`src/rtl/fpu_issue.sv`:
```
`timescale 1ns/1ps
// Issue/writeback sequencer between the execute stage and the FPU: queues FP
// requests, pulses fpu_en once per op, holds operands until fpu_ready, returns tagged results.
module fpu_issue #(
  parameter int TAG_W   = 5,
  parameter int DEPTH   = 2,
  parameter int TIMEOUT = 15
) (
  input  logic             clk,
  input  logic             rst,
  input  logic             req_valid,
  output logic             req_ready,
  input  logic [4:0]       req_ctl,
  input  logic [31:0]      req_x1,
  input  logic [31:0]      req_x2,
  input  logic [TAG_W-1:0] req_tag,
  output logic [4:0]       fpu_ctl,
  output logic [31:0]      fpu_x1,
  output logic [31:0]      fpu_x2,
  output logic             fpu_en,
  input  logic             fpu_ready,
  input  logic [31:0]      fpu_y,
  output logic             res_valid,
  input  logic             res_ready,
  output logic [31:0]      res_data,
  output logic [TAG_W-1:0] res_tag,
  output logic             res_int,
  output logic             res_err,
  output logic             busy
);

  localparam int AW = $clog2(DEPTH);
  localparam int CW = (TIMEOUT > 0) ? $clog2(TIMEOUT + 1) : 1;

  typedef enum logic [1:0] {IDLE, ISSUE, WAIT, DONE} state_t;

  logic [4:0]       ctlMem_q [DEPTH];
  logic [31:0]      x1Mem_q  [DEPTH];
  logic [31:0]      x2Mem_q  [DEPTH];
  logic [TAG_W-1:0] tagMem_q [DEPTH];
  logic [AW:0]      wrPtr_q, wrPtr_d;
  logic [AW:0]      rdPtr_q, rdPtr_d;

  state_t           state_q;
  logic [CW-1:0]    timeoutCnt_q;
  logic             illegal_q;
  logic [4:0]       fpuCtl_q;
  logic [31:0]      fpuX1_q, fpuX2_q;
  logic             fpuEn_q;
  logic             resValid_q;
  logic [31:0]      resData_q;
  logic [TAG_W-1:0] resTag_q;
  logic             resInt_q;
  logic             resErr_q;

  logic fifoEmpty, fifoFull, push, pop;
  logic [4:0] headCtl;

  function automatic logic isIntOp(input logic [4:0] ctl);
    case (ctl)
      5'd6, 5'd9, 5'd10, 5'd13, 5'd16, 5'd17, 5'd18: isIntOp = 1'b1;
      default:                                       isIntOp = 1'b0;
    endcase
  endfunction

  assign fifoEmpty = (wrPtr_q == rdPtr_q);
  assign fifoFull  = (wrPtr_q[AW] != rdPtr_q[AW]) && (wrPtr_q[AW-1:0] == rdPtr_q[AW-1:0]);
  assign push      = req_valid && !fifoFull;
  assign pop       = (state_q == IDLE) && !fifoEmpty;
  assign headCtl   = ctlMem_q[rdPtr_q[AW-1:0]];

  always_comb begin
    wrPtr_d = wrPtr_q;
    rdPtr_d = rdPtr_q;
    if (push) wrPtr_d = wrPtr_q + (AW+1)'(1);
    if (pop)  rdPtr_d = rdPtr_q + (AW+1)'(1);
  end

  always_ff @(posedge clk) begin
    if (rst) begin
      wrPtr_q <= '0;
      rdPtr_q <= '0;
    end else begin
      wrPtr_q <= wrPtr_d;
      rdPtr_q <= rdPtr_d;
      if (push) begin
        ctlMem_q[wrPtr_q[AW-1:0]] <= req_ctl;
        x1Mem_q[wrPtr_q[AW-1:0]]  <= req_x1;
        x2Mem_q[wrPtr_q[AW-1:0]]  <= req_x2;
        tagMem_q[wrPtr_q[AW-1:0]] <= req_tag;
      end
    end
  end

  // Illegal opcodes spend one cycle in ISSUE with fpu_en held low so their
  // error result appears two edges after acceptance, without touching the FPU.
  always_ff @(posedge clk) begin
    if (rst) begin
      state_q      <= IDLE;
      timeoutCnt_q <= '0;
      illegal_q    <= 1'b0;
      fpuCtl_q     <= '0;
      fpuX1_q      <= '0;
      fpuX2_q      <= '0;
      fpuEn_q      <= 1'b0;
      resValid_q   <= 1'b0;
      resData_q    <= '0;
      resTag_q     <= '0;
      resInt_q     <= 1'b0;
      resErr_q     <= 1'b0;
    end else begin
      case (state_q)
        IDLE: begin
          if (pop) begin
            fpuCtl_q <= headCtl;
            fpuX1_q  <= x1Mem_q[rdPtr_q[AW-1:0]];
            fpuX2_q  <= x2Mem_q[rdPtr_q[AW-1:0]];
            resTag_q <= tagMem_q[rdPtr_q[AW-1:0]];
            resInt_q <= isIntOp(headCtl);
            if (headCtl <= 5'd20) begin
              fpuEn_q   <= 1'b1;
              illegal_q <= 1'b0;
            end else begin
              resData_q <= '0;
              resErr_q  <= 1'b1;
              illegal_q <= 1'b1;
            end
            state_q <= ISSUE;
          end
        end
        ISSUE: begin
          fpuEn_q      <= 1'b0;
          timeoutCnt_q <= '0;
          if (illegal_q) begin
            resValid_q <= 1'b1;
            state_q    <= DONE;
          end else begin
            state_q <= WAIT;
          end
        end
        WAIT: begin
          if (fpu_ready) begin
            resData_q  <= fpu_y;
            resErr_q   <= 1'b0;
            resValid_q <= 1'b1;
            state_q    <= DONE;
          end else if (timeoutCnt_q == CW'(TIMEOUT)) begin
            resData_q  <= '0;
            resErr_q   <= 1'b1;
            resValid_q <= 1'b1;
            state_q    <= DONE;
          end else begin
            timeoutCnt_q <= timeoutCnt_q + CW'(1);
          end
        end
        DONE: begin
          if (res_ready) begin
            resValid_q <= 1'b0;
            state_q    <= IDLE;
          end
        end
        default: state_q <= IDLE;
      endcase
    end
  end

  assign req_ready = !fifoFull;
  assign fpu_ctl   = fpuCtl_q;
  assign fpu_x1    = fpuX1_q;
  assign fpu_x2    = fpuX2_q;
  assign fpu_en    = fpuEn_q;
  assign res_valid = resValid_q;
  assign res_data  = resData_q;
  assign res_tag   = resTag_q;
  assign res_int   = resInt_q;
  assign res_err   = resErr_q;
  assign busy      = !fifoEmpty || (state_q != IDLE);

endmodule
```
`config.mk`:
```
export PLATFORM = sky130hd
export DESIGN_NAME = fpu_issue
export DESIGN_NICKNAME = d
export VERILOG_FILES = /design/src/rtl/fpu_issue.sv
export SDC_FILE = /design/constraint.sdc
export NUM_CORES = 1
export LEC_CHECK = 0
export BUFFER_PORTS_ARGS = -buffer_cell sky130_fd_sc_hd__buf_2
export CORE_MARGIN = 2
export CORE_UTILIZATION = 54
export DETAILED_ROUTE_END_ITERATION = 6
export PLACE_DENSITY = 0.83
export SLEW_MARGIN = 20
export SYNTH_ARGS = -nofsm -noshare
export SYNTH_HDL_FRONTEND = slang
export SYNTH_SLANG_ARGS = --single-unit
```
`constraint.sdc`:
```
create_clock -name clk -period 13.38 [get_ports clk]
set_input_delay 4.014 -clock clk [delete_from_list [all_inputs] [get_ports clk]]
set_output_delay 4.014 -clock clk [all_outputs]
set_load 0.005 [all_outputs]
```
* Word level (Yosys, flattened, before mapping)
Memory sizes are Yosys's and may differ from the RTL's. A register that Yosys moved wholly into a read port is not among the register bits. Index checks and enable logic that the tools add are counted.
Storage, ports and cells: word-level logic and storage cells 93, register bits after elaboration 52, bits in writable memories 148, input bits 111, output and inout port bits 112, memories kept 4
Operators by class: reduce and logical (&&, ||, !) cells 19, $add $sub $neg 3, magnitude comparators 1, equal/unequal tests 22, muxes and demuxes 33
Memories:
- x1Mem_q | depth 2, bits a word 32, rd ports 1, clocked after memory_dff 1, wr ports 1, line 38 | logic [31:0] x1Mem_q [DEPTH];
- x2Mem_q | depth 2, bits a word 32, rd ports 1, clocked after memory_dff 1, wr ports 1, line 39 | logic [31:0] x2Mem_q [DEPTH];
- ctlMem_q | depth 2, bits a word 5, rd ports 1, clocked after memory_dff 1, wr ports 1, line 37 | logic [4:0] ctlMem_q [DEPTH];
- tagMem_q | depth 2, bits a word 5, rd ports 1, clocked after memory_dff 1, wr ports 1, line 40 | logic [TAG_W-1:0] tagMem_q [DEPTH];
Operator list (count):
- two-way mux 32 bit | 4
- one-hot mux 32 bit (2 select lines) | 1
- two-way mux 1 bit | 17
- == test 5 x 4 -> 1 bit, second input constant | 3
- == test 5 bit, second input constant | 3
- != test 2 bit, second input constant | 6
- AND reduction 3 bit | 3
- two-way mux 2 bit | 4
- two-way mux 4 bit | 2
- one-hot mux 2 bit (4 select lines) | 1
- one-hot mux 4 bit (2 select lines) | 1
- AND reduction 4 bit | 2
- nonzero test 2 bit | 4
- OR reduction 7 bit | 1
- == test 5 x 3 -> 1 bit, second input constant | 1
- less-or-equal comparator 5 bit, second input constant | 1
- adder 2 x 1 -> 2 bit, second input constant | 2
- adder 4 x 1 -> 4 bit, second input constant | 1
- == test 2 bit, second input constant | 2
- == test 4 bit, second input constant | 1
- one-hot mux 1 bit (2 select lines) | 2
- logical AND 1 bit | 3
- != test 3 bit, second input constant | 1
- one-hot mux 1 bit (3 select lines) | 1
- other kinds (10) | 11

* Longest topological paths before layout
Gate-level depths: netlist of run 1.
word-level depth 7, mapped depth 8, depth with buffers taken out 7

* Worst setup path before layout of run 1
No wires, ideal clock.
kind input to register, start point input port rst, end point memory ctlMem_q[1][0], enable pin, buffers on the path 3, arrival time 9972 ps, data required time 12768 ps, library setup time 612 ps, stages on the path 4, path slack 2796 ps, path through clkbuf_1 clkbuf_1 clkbuf_1 nor3b_1
Between the ends: longest elaborated chain between the ends 2
Ends and longest elaborated chain:
- from (decl) | line 10 | input logic rst,
- two-way mux 1 bit | line 80 | if (rst) begin
- two-way mux 1 bit (not written as such) | line 87 | ctlMem_q[wrPtr_q[AW-1:0]] <= req_ctl;
- to (decl) | line 37
No other way between the ends.

* Worst setup path in the final report of run 1
start point register rdPtr_q[0], end point output port busy
Between the ends: longest elaborated chain between the ends 3
Ends and longest elaborated chain:
- from (decl) | line 42 | logic [AW:0] rdPtr_q, rdPtr_d;
- from (signal assigned) | line 85 | rdPtr_q <= rdPtr_d;
- == test 2 bit | line 66 | assign fifoEmpty = (wrPtr_q == rdPtr_q);
- zero test 1 bit | line 177 | assign busy = !fifoEmpty || (state_q != IDLE);
- logical OR 1 bit | line 177
- to (decl) | line 29 | output logic busy
No other way between the ends.

==> impl_metrics.csv, run 1 <==
group,metric,value,unit
outcome,status,"finished clean",
placement,pre_cts_ws,7.11,ns
routing,drc,0,
setup_path,cp_cell_sequence,"xnor2_1, nand3_1, buf_2",
power_and_ir_drop,power.density,205,mW/mm^2
timing,setup_ws,7.39,ns
timing,finalCritPeriodShare,44.8,%
layout,syn2layout_area_growth,22.4,%
setup_path,cpLargestDelayFamily,"flip-flops",
power_and_ir_drop,p_sw,0.000743,W
min_path,hold_end,"res_err",
timing,slew_viol_final,0,
floorplanning,die-area,0.0194,sq mm
synthesis,synth_area,0.00988,sq mm
synthesis,seq_area_frac_synth,69.7,%
power_and_ir_drop,p_leak,4.80,nW
power_and_ir_drop,p_seq_share,43.7,%
synthesis,synth_common_cells,"edfxtp_1, dfxtp_1, mux2i_1",
timing,worstMarginPinSlew,1.00,ns
global_routing,antenna_found_initial,4,
clock_tree,clk_pin_slew,0.06,ns
floorplanning,std_cell_rows,49,
min_path,min_path_cells,2,
routing,drt_wl_total,19700,microns
setup_path,regToRegEndpoint,"rdPtr_q[1]",
synthesis,syn_inst,720,
global_routing,grt_max_degree,79,
timing,finalHoldViolations,0,
timing,rsz0062_at_grt,"false",
routing,vias_per_cell,5.26,
global_routing,grt_pass1_vias,6254,
routing,wl_per_cell,16.6,microns
synthesis,yosys.area.top_type,"edfxtp_1",
clock_tree,cts_tree,"yes",
timing,slew_headroom,33.3,%
routing,final_antenna_net_count,0,
setup_path,critPathLaunchType,"flip-flop",
synthesis,synth_edf_count,148,
power_and_ir_drop,p_int,0.00173,W
floorplanning,die_y,139,microns
global_routing,overflow,0,
layout,multi_input_area,0.00278,sq mm
placement,gp_congestion,0.773,
power_and_ir_drop,p_clk_share,31.2,%
min_path,hp-class,"reg -> reg",
placement,dp_hpwl,12400,microns
synthesis,syn_avg_cell_area,13.7,sq um
global_routing,track_usage,20.0,%
min_path,min-delay-start,"res_err",
setup_path,reg2reg_from,"state_q[0]",
floorplanning,ios,223,
synthesis,synthArstFlopShare,0,%
floorplanning,start_util,55.0,%
setup_path,end_kind,"output pin",
setup_path,r2r_slack,10.17,ns
layout,fill_cells,1270,
floorplanning,fp.coreArea,0.0180,sq mm
routing,drtIter0Drc,333,
clock_tree,postCtsResizedCells,0,
setup_path,crit_path_top_delay_cell,"dfxtp_4",
synthesis,syn_nets,836,
power_and_ir_drop,switching_share,30.0,%
synthesis,yosysTopAreaCellShare,45.0,%
timing,min_period,5.99,ns
layout,final_nets,1049,
synthesis,synth_most_common_cell,"edfxtp_1",
clock_tree,cts_buffer_depth,3,
setup_path,worstPathRequired,9.37,ns
clock_tree,post_cts_buffers,0,
setup_path,crit_cells,3,
layout,drive_above_1_share,29.9,%
clock_tree,insertion_delay,0.55,ns
flow_run,maxCapViolations,0,
setup_path,max_stage_delay,0.46,ns
global_routing,grt_pass1_wl,31500,microns
synthesis,synth-seq-cells,270,
routing,firstDrtPassIters,4,
clock_tree,htreeDepth,1,
placement,portBuffers,222,
timing,skew,0.0198,ns
timing,setup-violations-final,0,
power_and_ir_drop,combPwrFrac,25.1,%
setup_path,worst-path-buf-inv,1,
synthesis,ys.flop_type,"edfxtp_1",
setup_path,crit_arrival,1.98,ns
clock_tree,hold_buffers,0,
timing,fmax,167,MHz
synthesis,synth.area.top_cells,"edfxtp_1, dfxtp_1, mux2i_1",
floorplanning,die_w,139,microns
timing,setup_tns,0,ns
setup_path,critPathMaxFanout,21,
synthesis,yosysWarnings,0,
synthesis,synth_cell_type_count,39,
setup_path,r2r_cells,8,
layout,area.sequential,0.00689,sq mm
routing,via_count,6220,
power_and_ir_drop,irDropWorstVdd,0.145,mV
setup_path,critPathKind,"reg -> out",
clock_tree,clock_sinks,270,
clock_tree,cts-root-buf,"clkbuf_16",
clock_tree,cts_made_buffers,27,
## metrics by stage
stage	hold slack, ns	instance area [sq um]	total power, W	std cells	util [%]
after floorplan	0.438	9880	0.00155	720	-
after global placement	0.430	11200	0.00170	1133	62.1
after detailed placement	0.440	11200	0.00172	1133	62.1
after CTS	0.459	12100	0.00250	1182	67.3
after global routing	0.487	12100	0.00261	1182	67.3
final	0.457	12100	0.00248	1183	67.3
## layout make-up
cell class	instances	area share [%]
flip-flops and latches	270	57.0
multi-input cells	398	23.0
repair buffers	230	9.71
clock buffers	36	6.36
well taps	229	2.37
clock inverters	13	1.38
inverters	6	0.186
diodes	1	0.0207
## power groups by stage
stage / clock network, W / registers (W) / logic (W)
after floorplan: 0 / 0.00109 / 0.000457
after global placement: 0 / 0.00109 / 0.000608
after detailed placement: 0 / 0.00110 / 0.000627
after CTS: 0.000787 / 0.00108 / 0.000630
after global routing: 0.000821 / 0.00109 / 0.000699
final: 0.000772 / 0.00108 / 0.000622
## cell families (layout without fill, tap and decap cells)
group                      count (synthesis)  count (layout)  share of synthesized area [%]
AOI/OAI and AO/OA                         92              92                           7.15
DFF                                      270             270                           69.7
buffers and inverters                     52             285                           2.37
other                                      0               1                              0
and+or+nand+nor                          186             186                           8.54
adders and majority gates                  5               5                          0.633
xor gates and xnor gates                   8               8                          0.710
muxes                                    107             107                           10.9
## state kept, by name, indices dropped and copies added (netlist names), named ones only
name	cells
ctlMem_q	10
fpu_ctl	5
fpu_en	1
fpu_x1	32
fpu_x2	32
illegal_q	1
rdPtr_q	2
res_data	32
res_err	1
res_int	1
res_tag	5
res_valid	1
state_q	2
tagMem_q	10
timeoutCnt_q	4
wrPtr_q	2
x1Mem_q	64
x2Mem_q	64
## cells in the final DEF (no fill, tap or decap), drive strengths merged, types with 2 or more instances in the layout
cell      n
ha        5
nand2b   36
inv       7
nor3b     2
xnor2     3
a21oi     6
nor3      6
a211oi   73
mux2i   105
buf     230
nand2    41
edfxtp  148
nor2     86
clkbuf   36
nand3     9
dfxtp   122
o211ai    2
xor2      5
bufinv    3
clkinv    8
mux2      2
## layer usage
metal  part of all wire, %  GRT usage (%)  wire, microns
met1                    41           24.9           8080
met2                    48           34.4           9510
met3                   7.8           5.51           1530
met4                   2.7           6.06            527
met5                  0.14              0             28
## worst register-to-register path, stage by stage, from the launching register on
cell and delay (ns):
dfxtp_1 0.33, inv_1 0.10, ha_1 0.36, a21boi_4 0.69
buf_4 0.51, buf_4 0.69, nand2_1 0.19, xor2_1 0.15
nor2_1 0.05
## worst max path at each step
stage	startpoint	slack (ns)	end
finish	rdPtr_q[0]	7.39	busy
global route	rdPtr_q[0]	7.29	busy
CTS	rdPtr_q[0]	7.36	busy
detailed placement	rst	7.11	x2Mem_q[1][18]
global placement	rst	7.15	x2Mem_q[1][23]
floorplan	rst	2.80	ctlMem_q[1][0]
Note: power is estimated with default switching activity, not from simulation.
==> inputs of run 2 (changes only) <==
- clock period: 13.38 -> 5.7 ns (I/O delays scaled with it)
==> impl_metrics.csv, run 2 (synthesis gave the netlist of run 1 again) <==
group,metric,value,unit
floorplanning,die-area,0.0194,sq mm
global_routing,overflow,0,
floorplanning,std_cell_rows,49,
timing,setup-violations-final,0,
setup_path,critPathKind,"reg -> out",
min_path,min_path_cells,2,
outcome,status,"finished clean",
timing,worstMarginPinSlew,1.02,ns
global_routing,grt_pass1_vias,6134,
placement,portBuffers,222,
routing,drt_wl_total,19600,microns
timing,slew_viol_final,0,
layout,layout_commonest_cell,"buf_2",
clock_tree,postCtsResizedCells,0,
setup_path,crit_arrival,2.11,ns
setup_path,reg2reg_from,"rdPtr_q[0]",
setup_path,end_kind,"output pin",
routing,wl_per_cell,16.5,microns
routing,firstDrtPassIters,4,
floorplanning,die_y,139,microns
setup_path,worstPathRequired,3.99,ns
clock_tree,cts_made_buffers,27,
routing,drtIter0Drc,262,
floorplanning,die_w,139,microns
clock_tree,post_cts_buffers,0,
clock_tree,clk_pin_slew,0.06,ns
layout,final_nets,1048,
setup_path,r2r_cells,5,
power_and_ir_drop,p_leak,4.79,nW
timing,rsz0062_at_grt,"false",
global_routing,track_usage,19.5,%
routing,drc,0,
power_and_ir_drop,power.density,478,mW/mm^2
routing,vias_per_cell,5.29,
clock_tree,hold_buffers,0,
clock_tree,cts-root-buf,"clkbuf_16",
layout,fill_cells,1255,
power_and_ir_drop,irDropWorstVdd,0.430,mV
timing,finalCritPeriodShare,67.0,%
global_routing,grt_pass1_wl,30700,microns
min_path,min-delay-start,"res_err",
clock_tree,insertion_delay,0.54,ns
floorplanning,fp.coreArea,0.0180,sq mm
clock_tree,htreeDepth,1,
clock_tree,clock_sinks,270,
setup_path,r2r_slack,2.92,ns
placement,dp_hpwl,12200,microns
timing,finalHoldViolations,0,
placement,dpl_cell_area,0.0112,sq mm
setup_path,critPathLaunchType,"flip-flop",
layout,syn2layout_area_growth,22.4,%
routing,final_antenna_net_count,0,
flow_run,maxCapViolations,0,
layout,drive_above_1_share,29.7,%
floorplanning,ios,223,
timing,slew_headroom,31.9,%
global_routing,grt_max_degree,111,
placement,gp_congestion,0.771,
global_routing,antenna_found_initial,5,
routing,via_count,6272,
min_path,hold_end,"res_err",
floorplanning,start_util,55.0,%
layout,final_cell_mix,"buf_2, edfxtp_1, dfxtp_1, mux2i_1, nor2_1",
timing,min_period,3.82,ns
setup_path,critPathMaxFanout,33,
setup_path,regToRegEndpoint,"x2Mem_q[1][2]",
timing,fmax,262,MHz
clock_tree,cts_buffer_depth,3,
timing,skew,0.0146,ns
timing,setup_tns,0,ns
clock_tree,cts_tree,"yes",
min_path,hp-class,"reg -> reg",
layout,fin_area,0.0121,sq mm
-- run 2: area by class of cell --
cell class	instances	area [sq um]	share of cell area, %
clock inverters	13	106	0.880
multi-input cells	398	2800	23.1
clock buffers	37	774	6.41
well taps	229	287	2.37
inverters	6	22.5	0.186
diodes	4	10.0	0.0828
repair buffers	229	1200	9.92
flip-flops and latches	270	6890	57.0
-- run 2: critical path, stage by stage, from the launching register on --
cell     delay [ns]
dfxtp_4        0.73
xnor2_1        0.31
nand3_1        0.31
buf_2          0.22
-- run 2: report_power, final --
part,switching (W),internal (W)
clock network,0.000717,0.00100
logic,0.000874,0.000639
registers,0.000168,0.00237
total,0.00176,0.00402
-- run 2: stage by stage --
step / hold WS [ns] / util, % / total power (W) / worst slack [ns] / instances
after floorplan: 0.438 / - / 0.00362 / 0.0542 / 720
after global placement: 0.429 / 62.1 / 0.00401 / 2.21 / 1131
after detailed placement: 0.441 / 62.2 / 0.00406 / 2.20 / 1131
after CTS: 0.451 / 67.1 / 0.00580 / 1.82 / 1181
after global routing: 0.480 / 67.2 / 0.00609 / 1.75 / 1182
final: 0.446 / 67.3 / 0.00577 / 1.88 / 1186
-- run 2: per-layer routing --
metal / wire length [microns] / up-vias / global-route usage, %
met5: 24 / - / 0
met4: 466 / 4 / 4.78
met3: 1900 / 47 / 8.29
met2: 9240 / 214 / 33.0
met1: 7950 / 2944 / 23.2
li1: - / 3063 / -
-- run 2: how the worst max path moves through the flow --
stage | from | endpoint | slack, ns | cells after the start
floorplan | rst | ctlMem_q[1][0] | 0.05 | 4
global placement | rst | tagMem_q[1][3] | 2.21 | 3
detailed placement | rst | tagMem_q[1][3] | 2.20 | 3
CTS | rdPtr_q[0] | busy | 1.82 | 3
global route | rdPtr_q[0] | busy | 1.75 | 3
finish | rdPtr_q[0] | busy | 1.88 | 3
==> inputs of run 3 (changes only) <==
- clock period: 5.7 -> 3.95 ns (I/O delays scaled with it)
==> impl_metrics.csv, run 3 (synthesis gave the netlist of run 1 again) <==
group,metric,value,unit
layout,layout_commonest_cell,"buf_2",
timing,fmax,315,MHz
outcome,status,"finished clean",
setup_path,critPathLaunchType,"flip-flop",
power_and_ir_drop,p_sw,0.00255,W
power_and_ir_drop,power.total,0.00845,W
routing,drt_wl_total,19600,microns
setup_path,worstPathRequired,2.76,ns
placement,placed_cells,1134,
layout,fill_cells,1263,
timing,min_period,3.18,ns
placement,portBuffers,222,
routing,drtIter0Drc,289,
setup_path,r2r_slack,1.39,ns
clock_tree,postCtsResizedCells,0,
layout,final_cell_count_no_fill,1185,
global_routing,grt_pass1_vias,6070,
global_routing,grt_max_degree,98,
timing,skew,0.0142,ns
power_and_ir_drop,p_seq_share,43.4,%
power_and_ir_drop,switching_share,30.2,%
global_routing,track_usage,19.7,%
routing,firstDrtPassIters,4,
routing,drc,0,
power_and_ir_drop,irDropWorstVdd,0.460,mV
setup_path,critPathKind,"reg -> out",
timing,finalHoldViolations,0,
power_and_ir_drop,power.density,696,mW/mm^2
timing,slew_viol_final,0,
global_routing,antenna_found_initial,5,
setup_path,critPathMaxFanout,26,
routing,vias_per_cell,5.23,
timing,slew_headroom,44.2,%
floorplanning,die_y,139,microns
global_routing,grt_pass1_wl,30700,microns
timing,worstMarginPinSlew,0.836,ns
power_and_ir_drop,p_int,0.00590,W
floorplanning,die_w,139,microns
layout,final_nets,1050,
layout,final_cell_mix,"buf_2, edfxtp_1, dfxtp_1, mux2i_1, nor2_1",
clock_tree,post_cts_buffers,0,
timing,setup-violations-final,0,
floorplanning,die-area,0.0194,sq mm
layout,drive_above_1_share,30.2,%
routing,final_antenna_net_count,0,
clock_tree,hold_buffers,0,
clock_tree,clk_pin_slew,0.06,ns
global_routing,overflow,0,
floorplanning,std_cell_rows,49,
min_path,min-delay-start,"res_err",
clock_tree,clock_sinks,270,
clock_tree,cts_tree,"yes",
clock_tree,insertion_delay,0.54,ns
placement,gp_congestion,0.783,
floorplanning,fp.coreArea,0.0180,sq mm
layout,syn2layout_area_growth,22.9,%
setup_path,crit_arrival,1.99,ns
setup_path,end_kind,"output pin",
power_and_ir_drop,combPwrFrac,25.6,%
min_path,hp-class,"reg -> reg",
setup_path,cp-startpoint,"rdPtr_q[0]",
floorplanning,start_util,55.0,%
clock_tree,cts_made_buffers,27,
placement,dp_hpwl,12600,microns
routing,wl_per_cell,16.6,microns
power_and_ir_drop,p_clk_share,30.9,%
power_and_ir_drop,p_leak,4.81,nW
clock_tree,cts_buffer_depth,3,
routing,via_count,6202,
flow_run,maxCapViolations,0,
clock_tree,htreeDepth,1,
floorplanning,ios,223,
clock_tree,cts-root-buf,"clkbuf_16",
timing,finalCritPeriodShare,80.5,%
timing,setup_tns,0,ns
setup_path,reg2reg_from,"rdPtr_q[0]",
timing,rsz0062_at_grt,"false",
[run 3: changes by cell type in the layout (fill, tap and decap cells not counted)]
cell        change
clkinvlp_4      +4
bufinv_16       +3
clkbuf_1        -3
diode_2         -3
buf_4           +2
clkbuf_8        -2
buf_12          +1
buf_16          -1
clkbuf_16       -1
inv_6           -1
[run 3: final timing paths]
check,cells past startpoint,to
worst max-delay path,3,busy
worst min-delay path,2,res_err
worst max register to register,5,x1Mem_q[1][9]
worst min register to register,2,res_err
[run 3: worst max-delay path: stages, from the launching register on]
cell	delay (ns)
dfxtp_4	0.48
xnor2_1	0.47
nand3_1	0.28
buf_2	0.22
[run 3: metal layers]
metal,vias to the layer above,part of all wire (%),track usage (%)
met5,-,0.24,0
met4,8,3.7,6.96
met3,53,8.9,6.64
met2,237,46,32.6
met1,2855,41,24.3
li1,3049,-,-
[run 3: layout make-up]
cell class              instances  area [sq um]  area share (%)
clock inverters                19           218            1.79
diodes                          1          2.50          0.0206
repair buffers                231          1210            9.94
flip-flops and latches        270          6890            56.8
clock buffers                  31           711            5.86
multi-input cells             398          2800            23.0
well taps                     229           287            2.36
inverters                       6          22.5           0.186
[run 3: power by group through the flow]
stage | clock network [W] | registers, W | logic [W]
2_1_floorplan | 0 | 0.00367 | 0.00156
3_3_place_gp | 0 | 0.00371 | 0.00211
3_5_place_dp | 0 | 0.00372 | 0.00217
4_1_cts | 0.00265 | 0.00367 | 0.00218
5_1_grt | 0.00276 | 0.00372 | 0.00241
6_report | 0.00261 | 0.00367 | 0.00217
[run 3: metrics by stage]
stage	setup WS, ns	util (%)	hold slack [ns]	instance area (sq um)
2_1_floorplan	0.0118	-	0.438	9930
3_5_place_dp	1.04	62.4	0.452	11200
5_1_grt	0.622	67.5	0.464	12100
3_3_place_gp	1.02	62.3	0.428	11200
6_report	0.772	67.5	0.453	12100
4_1_cts	0.740	67.5	0.460	12100
